$ cat src/rtl/mpu_pkg.sv
// Shared definitions for the MPU operand-buffer loader.
//   MMU_SIZE   : tile edge in elements
//   BUFFER_CNT : tiles per operand buffer
//   ADDR_W     : operand buffer address width
//   BUFFER_A/B : buf_sel codes
//   loader_state_e : loader FSM states
package mpu_pkg;

  localparam int MMU_SIZE   = 10;
  localparam int BUFFER_CNT = 4;
  localparam int ADDR_W     = 9;
  localparam int IDX_W      = 5;
  localparam int DIM_W      = 8;

  localparam logic BUFFER_A = 1'b0;
  localparam logic BUFFER_B = 1'b1;

  typedef enum logic {
    ST_IDLE = 1'b0,
    ST_FILL = 1'b1
  } loader_state_e;

endpackage

$ cat src/rtl/mpu_tile_walker.sv
// Row-major cell walker for one MMU_SIZE x MMU_SIZE tile.
// Ports:
//   clk, rst_n        : clock, synchronous active-low reset
//   start_i           : reset row/col to 0 and load base_i as running address
//   base_i            : first buffer address of the tile
//   step_i            : advance to the next cell
//   dim_x_i, dim_y_i  : matrix columns / rows (cells outside are padding)
//   addr_o            : buffer address of the current cell
//   data_cell_o       : current cell lies inside the matrix
//   last_cell_o       : current cell is (MMU_SIZE-1, MMU_SIZE-1)
module mpu_tile_walker import mpu_pkg::*; #(
  parameter int MMU_SIZE = mpu_pkg::MMU_SIZE,
  parameter int ADDR_W   = mpu_pkg::ADDR_W
) (
  input  logic              clk,
  input  logic              rst_n,
  input  logic              start_i,
  input  logic [ADDR_W-1:0] base_i,
  input  logic              step_i,
  input  logic [DIM_W-1:0]  dim_x_i,
  input  logic [DIM_W-1:0]  dim_y_i,
  output logic [ADDR_W-1:0] addr_o,
  output logic              data_cell_o,
  output logic              last_cell_o
);

  localparam int CNT_W = (MMU_SIZE > 1) ? $clog2(MMU_SIZE) : 1;
  localparam logic [CNT_W-1:0] LAST_IDX = CNT_W'(MMU_SIZE - 1);

  logic [CNT_W-1:0]  row_q, row_d;
  logic [CNT_W-1:0]  col_q, col_d;
  logic [ADDR_W-1:0] addr_q, addr_d;

  // The running address is simply incremented: row-major order within a
  // tile makes base + row*MMU_SIZE + col equal to base + cells walked.
  always_comb begin
    row_d  = row_q;
    col_d  = col_q;
    addr_d = addr_q;
    if (start_i) begin
      row_d  = '0;
      col_d  = '0;
      addr_d = base_i;
    end else if (step_i) begin
      addr_d = addr_q + ADDR_W'(1);
      if (col_q == LAST_IDX) begin
        col_d = '0;
        row_d = (row_q == LAST_IDX) ? '0 : row_q + CNT_W'(1);
      end else begin
        col_d = col_q + CNT_W'(1);
      end
    end
  end

  always_ff @(posedge clk) begin
    if (!rst_n) begin
      row_q  <= '0;
      col_q  <= '0;
      addr_q <= '0;
    end else begin
      row_q  <= row_d;
      col_q  <= col_d;
      addr_q <= addr_d;
    end
  end

  assign addr_o      = addr_q;
  assign data_cell_o = (DIM_W'(row_q) < dim_y_i) && (DIM_W'(col_q) < dim_x_i);
  assign last_cell_o = (row_q == LAST_IDX) && (col_q == LAST_IDX);

endmodule

$ cat src/rtl/mpu_buffer_loader.sv
// Lays a dim_y x dim_x matrix from the frame decoder out as a full
// MMU_SIZE x MMU_SIZE tile in operand buffer A or B, zero-padding the
// cells outside the matrix. in_ready drops while padding so the decoder
// stalls until the next data cell.
// Ports:
//   clk, rst_n            : clock, synchronous active-low reset
//   load_i                : start pulse, latches buf_sel/idx/dims
//   buf_sel_i             : 0 = buffer A, 1 = buffer B
//   idx_a_i, idx_b_i      : target tile index for buffer A / B
//   dim_x_i, dim_y_i      : matrix columns / rows
//   data_in_i, data_valid_i : operand byte stream
//   abort_i               : cancel the current fill
//   in_ready_o            : data_in accepted this cycle
//   mem_we_a_o, mem_we_b_o, mem_addr_o, mem_wdata_o : registered write port
//   busy_o                : tile fill in progress
//   done_o                : pulse with the final tile write
//   load_err_o            : pulse after a rejected load or an abort
module mpu_buffer_loader import mpu_pkg::*; #(
  parameter int MMU_SIZE   = mpu_pkg::MMU_SIZE,
  parameter int BUFFER_CNT = mpu_pkg::BUFFER_CNT,
  parameter int ADDR_W     = mpu_pkg::ADDR_W
) (
  input  logic              clk,
  input  logic              rst_n,
  input  logic              load_i,
  input  logic              buf_sel_i,
  input  logic [IDX_W-1:0]  idx_a_i,
  input  logic [IDX_W-1:0]  idx_b_i,
  input  logic [DIM_W-1:0]  dim_x_i,
  input  logic [DIM_W-1:0]  dim_y_i,
  input  logic [7:0]        data_in_i,
  input  logic              data_valid_i,
  input  logic              abort_i,
  output logic              in_ready_o,
  output logic              mem_we_a_o,
  output logic              mem_we_b_o,
  output logic [ADDR_W-1:0] mem_addr_o,
  output logic [7:0]        mem_wdata_o,
  output logic              busy_o,
  output logic              done_o,
  output logic              load_err_o
);

  localparam int TILE_CELLS = MMU_SIZE * MMU_SIZE;

  loader_state_e     state_q;
  logic              sel_q;
  logic [DIM_W-1:0]  dim_x_q;
  logic [DIM_W-1:0]  dim_y_q;
  logic              mem_we_a_q;
  logic              mem_we_b_q;
  logic [ADDR_W-1:0] mem_addr_q;
  logic [7:0]        mem_wdata_q;
  logic              busy_q;
  logic              done_q;
  logic              load_err_q;

  logic [IDX_W-1:0]  idx_sel;
  logic              cfg_ok;
  logic              start;
  logic              cell_issue;
  logic [ADDR_W-1:0] base;
  logic [ADDR_W-1:0] walk_addr;
  logic              data_cell;
  logic              last_cell;

  always_comb begin
    idx_sel = (buf_sel_i == BUFFER_B) ? idx_b_i : idx_a_i;
    cfg_ok  = (int'(dim_x_i) <= MMU_SIZE) && (int'(dim_y_i) <= MMU_SIZE) &&
              (int'(idx_sel) < BUFFER_CNT);
    start   = (state_q == ST_IDLE) && load_i && cfg_ok;
    // Only evaluated on an accepted load; the walk itself just increments.
    base    = ADDR_W'(int'(idx_sel) * TILE_CELLS);
    // Pad cells always issue; data cells wait for a valid byte.
    cell_issue = (state_q == ST_FILL) && !abort_i && (!data_cell || data_valid_i);
  end

  mpu_tile_walker #(
    .MMU_SIZE (MMU_SIZE),
    .ADDR_W   (ADDR_W)
  ) u_walker (
    .clk         (clk),
    .rst_n       (rst_n),
    .start_i     (start),
    .base_i      (base),
    .step_i      (cell_issue),
    .dim_x_i     (dim_x_q),
    .dim_y_i     (dim_y_q),
    .addr_o      (walk_addr),
    .data_cell_o (data_cell),
    .last_cell_o (last_cell)
  );

  always_ff @(posedge clk) begin
    if (!rst_n) begin
      state_q     <= ST_IDLE;
      sel_q       <= BUFFER_A;
      dim_x_q     <= '0;
      dim_y_q     <= '0;
      mem_we_a_q  <= 1'b0;
      mem_we_b_q  <= 1'b0;
      mem_addr_q  <= '0;
      mem_wdata_q <= '0;
      busy_q      <= 1'b0;
      done_q      <= 1'b0;
      load_err_q  <= 1'b0;
    end else begin
      mem_we_a_q <= 1'b0;
      mem_we_b_q <= 1'b0;
      done_q     <= 1'b0;
      load_err_q <= 1'b0;
      if (state_q == ST_IDLE) begin
        // busy_q stays high through the done cycle and clears here.
        busy_q <= 1'b0;
        if (load_i) begin
          if (cfg_ok) begin
            state_q <= ST_FILL;
            sel_q   <= buf_sel_i;
            dim_x_q <= dim_x_i;
            dim_y_q <= dim_y_i;
            busy_q  <= 1'b1;
          end else begin
            load_err_q <= 1'b1;
          end
        end
      end else begin
        if (abort_i) begin
          state_q    <= ST_IDLE;
          busy_q     <= 1'b0;
          load_err_q <= 1'b1;
        end else begin
          if (load_i) begin
            load_err_q <= 1'b1;
          end
          if (cell_issue) begin
            mem_we_a_q  <= (sel_q == BUFFER_A);
            mem_we_b_q  <= (sel_q == BUFFER_B);
            mem_addr_q  <= walk_addr;
            mem_wdata_q <= data_cell ? data_in_i : 8'h00;
            if (last_cell) begin
              state_q <= ST_IDLE;
              done_q  <= 1'b1;
            end
          end
        end
      end
    end
  end

  assign in_ready_o  = (state_q == ST_IDLE) || data_cell;
  assign mem_we_a_o  = mem_we_a_q;
  assign mem_we_b_o  = mem_we_b_q;
  assign mem_addr_o  = mem_addr_q;
  assign mem_wdata_o = mem_wdata_q;
  // busy falls in the very cycle abort is seen, not one cycle later.
  assign busy_o      = busy_q && !((state_q == ST_FILL) && abort_i);
  assign done_o      = done_q;
  assign load_err_o  = load_err_q;

endmodule

$ cat config.mk
export PLATFORM = sky130hd
export DESIGN_NAME = mpu_buffer_loader
export DESIGN_NICKNAME = d
export VERILOG_FILES = /design/src/rtl/mpu_pkg.sv /design/src/rtl/mpu_tile_walker.sv /design/src/rtl/mpu_buffer_loader.sv
export SDC_FILE = /design/constraint.sdc
export NUM_CORES = 1
export LEC_CHECK = 0
export CAP_MARGIN = 5
export CELL_PAD_IN_SITES_DETAIL_PLACEMENT = 1
export CELL_PAD_IN_SITES_GLOBAL_PLACEMENT = 1
export CORE_UTILIZATION = 37
export CTS_CLUSTER_DIAMETER = 100
export DETAILED_ROUTE_END_ITERATION = 6
export PLACE_DENSITY = 0.83
export SYNTH_ARGS = -nofsm -noshare
export SYNTH_HDL_FRONTEND = slang
export SYNTH_SLANG_ARGS = --single-unit
$ cat constraint.sdc
create_clock -name clk -period 4.19 [get_ports clk]
set_input_delay 1.0475 -clock clk [delete_from_list [all_inputs] [get_ports clk]]
set_output_delay 1.0475 -clock clk [all_outputs]
set_load 0.02 [all_outputs]
==> results of run 1 <==
final timing paths:
kind                     start                 end  slack (ns)
min             mem_wdata_o[0]      mem_wdata_o[0]        0.46
max          u_walker.row_q[1]          in_ready_o        0.38
max reg2reg  u_walker.row_q[1]  u_walker.addr_o[2]        1.45
min reg2reg     mem_wdata_o[0]      mem_wdata_o[0]        0.46
metrics by stage:
step                      hold slack (ns)  cells  utilization [%]
after floorplan                     0.405    321                -
after global placement              0.437    469             47.7
after detailed placement            0.448    469             47.7
after CTS                           0.458    484             50.7
after global routing                0.483    484             50.7
final                               0.458    484             50.7
worst min-delay path, cell delays in order (launching register included):
cell and delay (ns):
dfxtp_1 0.31, nand2_1 0.05, a21boi_1 0.05
kinds of logic after synthesis:
kind of cell | after synthesis | synth area share [%]
AND/OR/NAND/NOR | 129 | 22.3
multiplexers | 9 | 3.58
adder cells (fa/ha/maj) | 14 | 6.53
flip-flops | 57 | 40.8
buffers and inverters | 30 | 5.14
XOR/XNOR | 14 | 4.38
AO/OA/AOI/OAI | 68 | 17.3
metal layers:
metal  up-vias  part of all wire [%]  global-route usage (%)
met2        47                    48                    33.6
met5         -                     0                       0
met1      1161                    47                    25.7
li1       1229                     -                       -
met3         9                   3.6                    4.62
met4         0                   1.3                    6.93
cells in the mapped netlist (3+ instances only):
master      n  area, um^2
a2111oi_0   3        26.3
a211oi_1    5        37.5
a21boi_0   23         173
a21boi_1    5        37.5
a21oi_1    12        60.1
and3_1     11        68.8
buf_2       4        20.0
buf_4       3        22.5
clkbuf_1    9        33.8
dfxtp_1    57        1140
ha_1       13         163
inv_1      12        45.0
mux2_2      4        45.0
mux2i_1     4        40.0
nand2_1    57         214
nand2b_1    6        37.5
nand3_1    16        80.1
nor2_1     18        67.6
nor2b_1     3        18.8
nor4_1      4        25.0
o21ai_0     9        45.0
xnor2_1    13         114
flip-flops by register name (all words and copies together), names as in the netlist, 4 cells and up:
signal and count:
mem_wdata_o 8, dim_x_q 8, dim_y_q 8, u_walker.addr_o 9
mem_addr_o 9, u_walker.row_q 4, u_walker.col_q 4
final cells by class:
cell class	instances	area [um^2]	share of cell area, %
Clock buffer	13	179	4.84
Inverter	12	45.0	1.22
Clock inverter	2	35.0	0.948
Multi-Input combinational cell	234	1510	40.9
Tap cell	99	124	3.35
Timing Repair Buffer	67	658	17.8
Sequential cell	57	1140	30.9
layout by cell type, fill, tap and decap left out, types with 9 or more instances in the layout:
cell,Yosys,routed
a21boi_0,23,23
a21oi_1,12,12
and3_1,11,11
clkbuf_8,0,13
clkdlybuf4s50_1,0,62
dfxtp_1,57,57
ha_1,13,13
inv_1,12,12
nand2_1,57,57
nand3_1,16,16
nor2_1,18,18
o21ai_0,9,9
xnor2_1,13,13
where the power goes:
part | switching (W) | internal [W] | total [W]
logic | 0.0000391 | 0.0000573 | 0.0000964
registers | 0.000000227 | 0.000542 | 0.000543
clock network | 0.000211 | 0.000335 | 0.000546
total | 0.000250 | 0.000935 | 0.00118
==> flow_summary.yaml, run 1 <==
place:
  place_area_um2: 3480
  place.gp.congestion: 0.906
  numPortBuffers: 62
  dp_hpwl_um: 5150
  pre_cts_ws_ns: 0.247
clock_tree:
  cts_root_buffer: "clkbuf_8"
  cts_sinks: 57
  cts_buffer_depth: 2
  numCtsBuffers: 9
  hold_buffers: 0
  cts_setup_buffers: 0
  clk_pin_slew_ns: 0.06
  tritoncts: "done"
  h-tree-depth: 3
  post_cts_resized: 0
  insertion_delay_ns: 0.34
final_layout:
  drive_gt1_share_pct: 8.83
  area_growth_pct: 32.1
  fin_area_um2: 3690
  fill_cells: 904
  diodes: 0
  layout.nets: 435
yosys:
  syn_avg_cell_area_um2: 8.72
  async_flop_share_pct: 0
  seq_area_frac_synth_pct: 40.8
  syn_nets: 375
  yosys_register_bits: 57
  ys.flop_type: "dfxtp_1"
  mappedNetlistArea_um2: 2800
  netlist_instances: 321
  synth_cell_type_count: 46
  synth_edf_count: 0
  yosysWarnings: 0
sta:
  setup_violations: 0
  period_share_pct: 91.0
  min_period_ns: 3.81
  tns_ns: 0
  rsz0062_at_grt: "no"
  finalHoldViolCount: 0
  slew_headroom_pct: 49.3
  drv_slew: 0
  clock_skew_ns: 0.00444
  clock.fmax_mhz: 262
  worst_slew_pin_slew_ns: 0.758
  fin_ws_ns: 0.376
critical_path:
  max_stage_delay_ns: 0.62
  critPathBufInv: 1
  crit_path_cell_trace: "ha_1 > a2111o_1 > nand3_1 > and2_1 > nand2b_1 > clkdlybuf4s50_1"
  worst-path-stages: 6
  critPathCaptureType: "output port"
  crit_arrival_ns: 2.77
  worstPathRequired_ns: 3.14
  critPathLaunchType: "flip-flop"
  critPathSlowestCell: "clkdlybuf4s50_1"
  critPathTopFamily: "simple AND/OR/NAND/NOR gates"
  worst-setup-path-type: "flip-flop to output port"
  rr_worst_depth: 7
  cp_max_fo: 9
outcome:
  status: "complete, no violations"
min_path:
  hold_path.class: "flip-flop to flip-flop"
  whs_path_depth: 2
die:
  die_y_um: 89.0
  ioPinCount: 63
  die-area_um2: 7910
  core_region_area_um2: 7290
  row_count: 31
  dieWidth_um: 89.0
  initial_utilization_pct: 38.4
detailed_routing:
  first_iter_violations: 104
  viasPerCell: 5.05
  vias: 2446
  wl_per_cell_um: 14.8
  drc: 0
  drtPass1Iterations: 4
  wl_um: 7180
  ant_nets: 0
pwr:
  leakagePower_nw: 1.28
  power_w: 0.00119
  ir_drop_v: 0.000147
  powerDensity_nw_per_um2: 321
global_routing:
  grt_max_degree: 25
  antenna_found_initial: 0
  grt_pass1_vias: 2491
  grt_use_total_pct: 20.2
  gr-total-overflow: 0
  grt_first_pass_wirelength_um: 12100
run:
  cap_violations: 0
(Power assumes the default switching activity.)
==> run 2: changes to the inputs <==
--- a/config.mk
+++ b/config.mk
@@ -8,10 +8,10 @@
 export CAP_MARGIN = 5
 export CELL_PAD_IN_SITES_DETAIL_PLACEMENT = 1
 export CELL_PAD_IN_SITES_GLOBAL_PLACEMENT = 1
-export CORE_UTILIZATION = 37
+export CORE_UTILIZATION = 35
 export CTS_CLUSTER_DIAMETER = 100
 export DETAILED_ROUTE_END_ITERATION = 6
-export PLACE_DENSITY = 0.83
+export PLACE_DENSITY = 0.79
 export SYNTH_ARGS = -nofsm -noshare
 export SYNTH_HDL_FRONTEND = slang
 export SYNTH_SLANG_ARGS = --single-unit
==> run 2 against run 1 <==
Compared with the run above:
- total power down 8.0%
- critical path type unchanged
- count of clock-buffer cells in the layout down 2
- non-clock buffer count rose by 1
- maximum frequency up 0.12%
- critical endpoint unchanged
- critical path depth unchanged
- clock skew rose by 0.0045 ns
- highest routed layer unchanged
==> flow_summary.yaml, run 2 (same netlist as run 1, synthesis figures left out) <==
pwr:
  p_sw_w: 0.000252
  pwr-share-clk_pct: 41.4
  power_w: 0.00109
  p_comb_share_pct: 8.9
  p_int_w: 0.000838
  power.share.sequential_pct: 49.7
  ir_drop_v: 0.000139
  powerDensity_nw_per_um2: 298
  switching_share_pct: 23.2
  leakagePower_nw: 1.26
die:
  initial_utilization_pct: 36.2
  row_count: 32
  die-area_um2: 8350
  die_y_um: 91.4
  core_region_area_um2: 7730
  ioPinCount: 63
  dieWidth_um: 91.4
final_layout:
  finalNonFillerCells: 487
  drive_gt1_share_pct: 8.83
  layout.nets: 436
  final_common_cell: "clkdlybuf4s50_1"
  diodes: 0
  final_cell_mix: "62 x clkdlybuf4s50_1, 57 x nand2_1, 57 x dfxtp_1"
  area_growth_pct: 30.9
  fin_util_pct: 47.4
clock_tree:
  cts_sinks: 57
  clk_pin_slew_ns: 0.06
  h-tree-depth: 3
  cts_setup_buffers: 0
  numCtsBuffers: 9
  post_cts_resized: 0
  hold_buffers: 0
  insertion_delay_ns: 0.34
  tritoncts: "done"
  cts_buffer_depth: 2
  cts_root_buffer: "clkbuf_8"
sta:
  drv_slew: 0
  finalHoldViolCount: 0
  min_period_ns: 3.81
  hold-worst-slack_ns: 0.434
  tns_ns: 0
  clock_skew_ns: 0.00895
  worst_slew_pin_slew_ns: 0.642
  slew_headroom_pct: 57.2
  rsz0062_at_grt: "no"
  setup_violations: 0
  period_share_pct: 90.9
  clock.fmax_mhz: 262
critical_path:
  max_stage_delay_ns: 0.61
  worst-setup-path-type: "flip-flop to output port"
  cp_max_fo: 9
  critPathCaptureType: "output port"
  critPathBufInv: 1
  critPathSlowestCell: "clkdlybuf4s50_1"
  worstPathRequired_ns: 3.14
  critPathTopFamily: "simple AND/OR/NAND/NOR gates"
  crit_path_cell_trace: "ha_1 > a2111o_1 > nand3_1 > and2_1 > nand2b_1 > clkdlybuf4s50_1"
  critPathLaunchType: "flip-flop"
  crit_arrival_ns: 2.76
place:
  place.gp.congestion: 0.830
  dp.cells: 473
  dp_hpwl_um: 5100
  numPortBuffers: 62
detailed_routing:
  first_iter_violations: 115
  viasPerCell: 4.98
  vias: 2426
  ant_nets: 0
  wl_um: 7070
  wl_per_cell_um: 14.5
  drtPass1Iterations: 4
  drc: 0
global_routing:
  gr-total-overflow: 0
  grt_first_pass_wirelength_um: 12000
  antenna_found_initial: 0
  grt_max_degree: 28
  grt_use_total_pct: 18.2
  grt_pass1_vias: 2554
run:
  cap_violations: 0
outcome:
  status: "complete, no violations"
min_path:
  hold_path.class: "flip-flop to flip-flop"
==> run 2: cell count changes in the layout (fill, tap and decap cells not counted) <==
cell and delta:
clkbuf_8 -2, buf_4 +1, clkinvlp_4 +1, clkinv_2 +1, bufinv_16 -1
==> run 2: power groups by stage <==
stage | clock (W) | combinational [W] | sequential, W
2_1_floorplan | 0 | 0.0000444 | 0.000555
3_3_place_gp | 0 | 0.0000949 | 0.000555
3_5_place_dp | 0 | 0.0000967 | 0.000555
4_1_cts | 0.000462 | 0.0000980 | 0.000542
5_1_grt | 0.000490 | 0.000107 | 0.000542
6_report | 0.000451 | 0.0000971 | 0.000542
==> run 2: per-layer routing <==
layer | part of all wire [%] | up-vias | track usage, %
met5 | 0 | - | 0
met4 | 1.4 | 0 | 7.54
met3 | 3.8 | 8 | 4.86
met2 | 46 | 43 | 28.8
met1 | 49 | 1150 | 23.3
li1 | - | 1225 | -
==> run 2: path summary, 6_finish.rpt <==
kind	from	end	slack, ns	cells past startpoint
min reg2reg	sel_q	mem_we_a_o	0.43	1
max reg2reg	u_walker.row_q[1]	u_walker.addr_o[2]	1.61	7
min	sel_q	mem_we_a_o	0.43	1
max	u_walker.row_q[1]	in_ready_o	0.38	6
==> run 2: layout make-up <==
| cell class | instances | area [um^2] |
|---|---|---|
| Timing Repair Buffer | 68 | 666 |
| Inverter | 12 | 45.0 |
| Clock buffer | 11 | 151 |
| Fill cell | 907 | 4070 |
| Tap cell | 102 | 128 |
| Clock inverter | 3 | 17.5 |
| Sequential cell | 57 | 1140 |
| Multi-Input combinational cell | 234 | 1510 |
==> run 2: through the flow <==
stage / instance area (um^2) / setup WS [ns]
6_report: 3660 / 0.380
3_5_place_dp: 3490 / 0.281
5_1_grt: 3660 / 0.237
4_1_cts: 3660 / 0.331
2_1_floorplan: 2800 / 0.956
3_3_place_gp: 3490 / 0.373
==> run 3: changes to the inputs <==
--- a/config.mk
+++ b/config.mk
@@ -12,6 +12,7 @@
 export CTS_CLUSTER_DIAMETER = 100
 export DETAILED_ROUTE_END_ITERATION = 6
 export PLACE_DENSITY = 0.79
+export SETUP_SLACK_MARGIN = 0.15
 export SYNTH_ARGS = -nofsm -noshare
 export SYNTH_HDL_FRONTEND = slang
 export SYNTH_SLANG_ARGS = --single-unit
==> results of run 3 <==
Same layout as run 2: the final DEF is identical, and so are final timing and power.
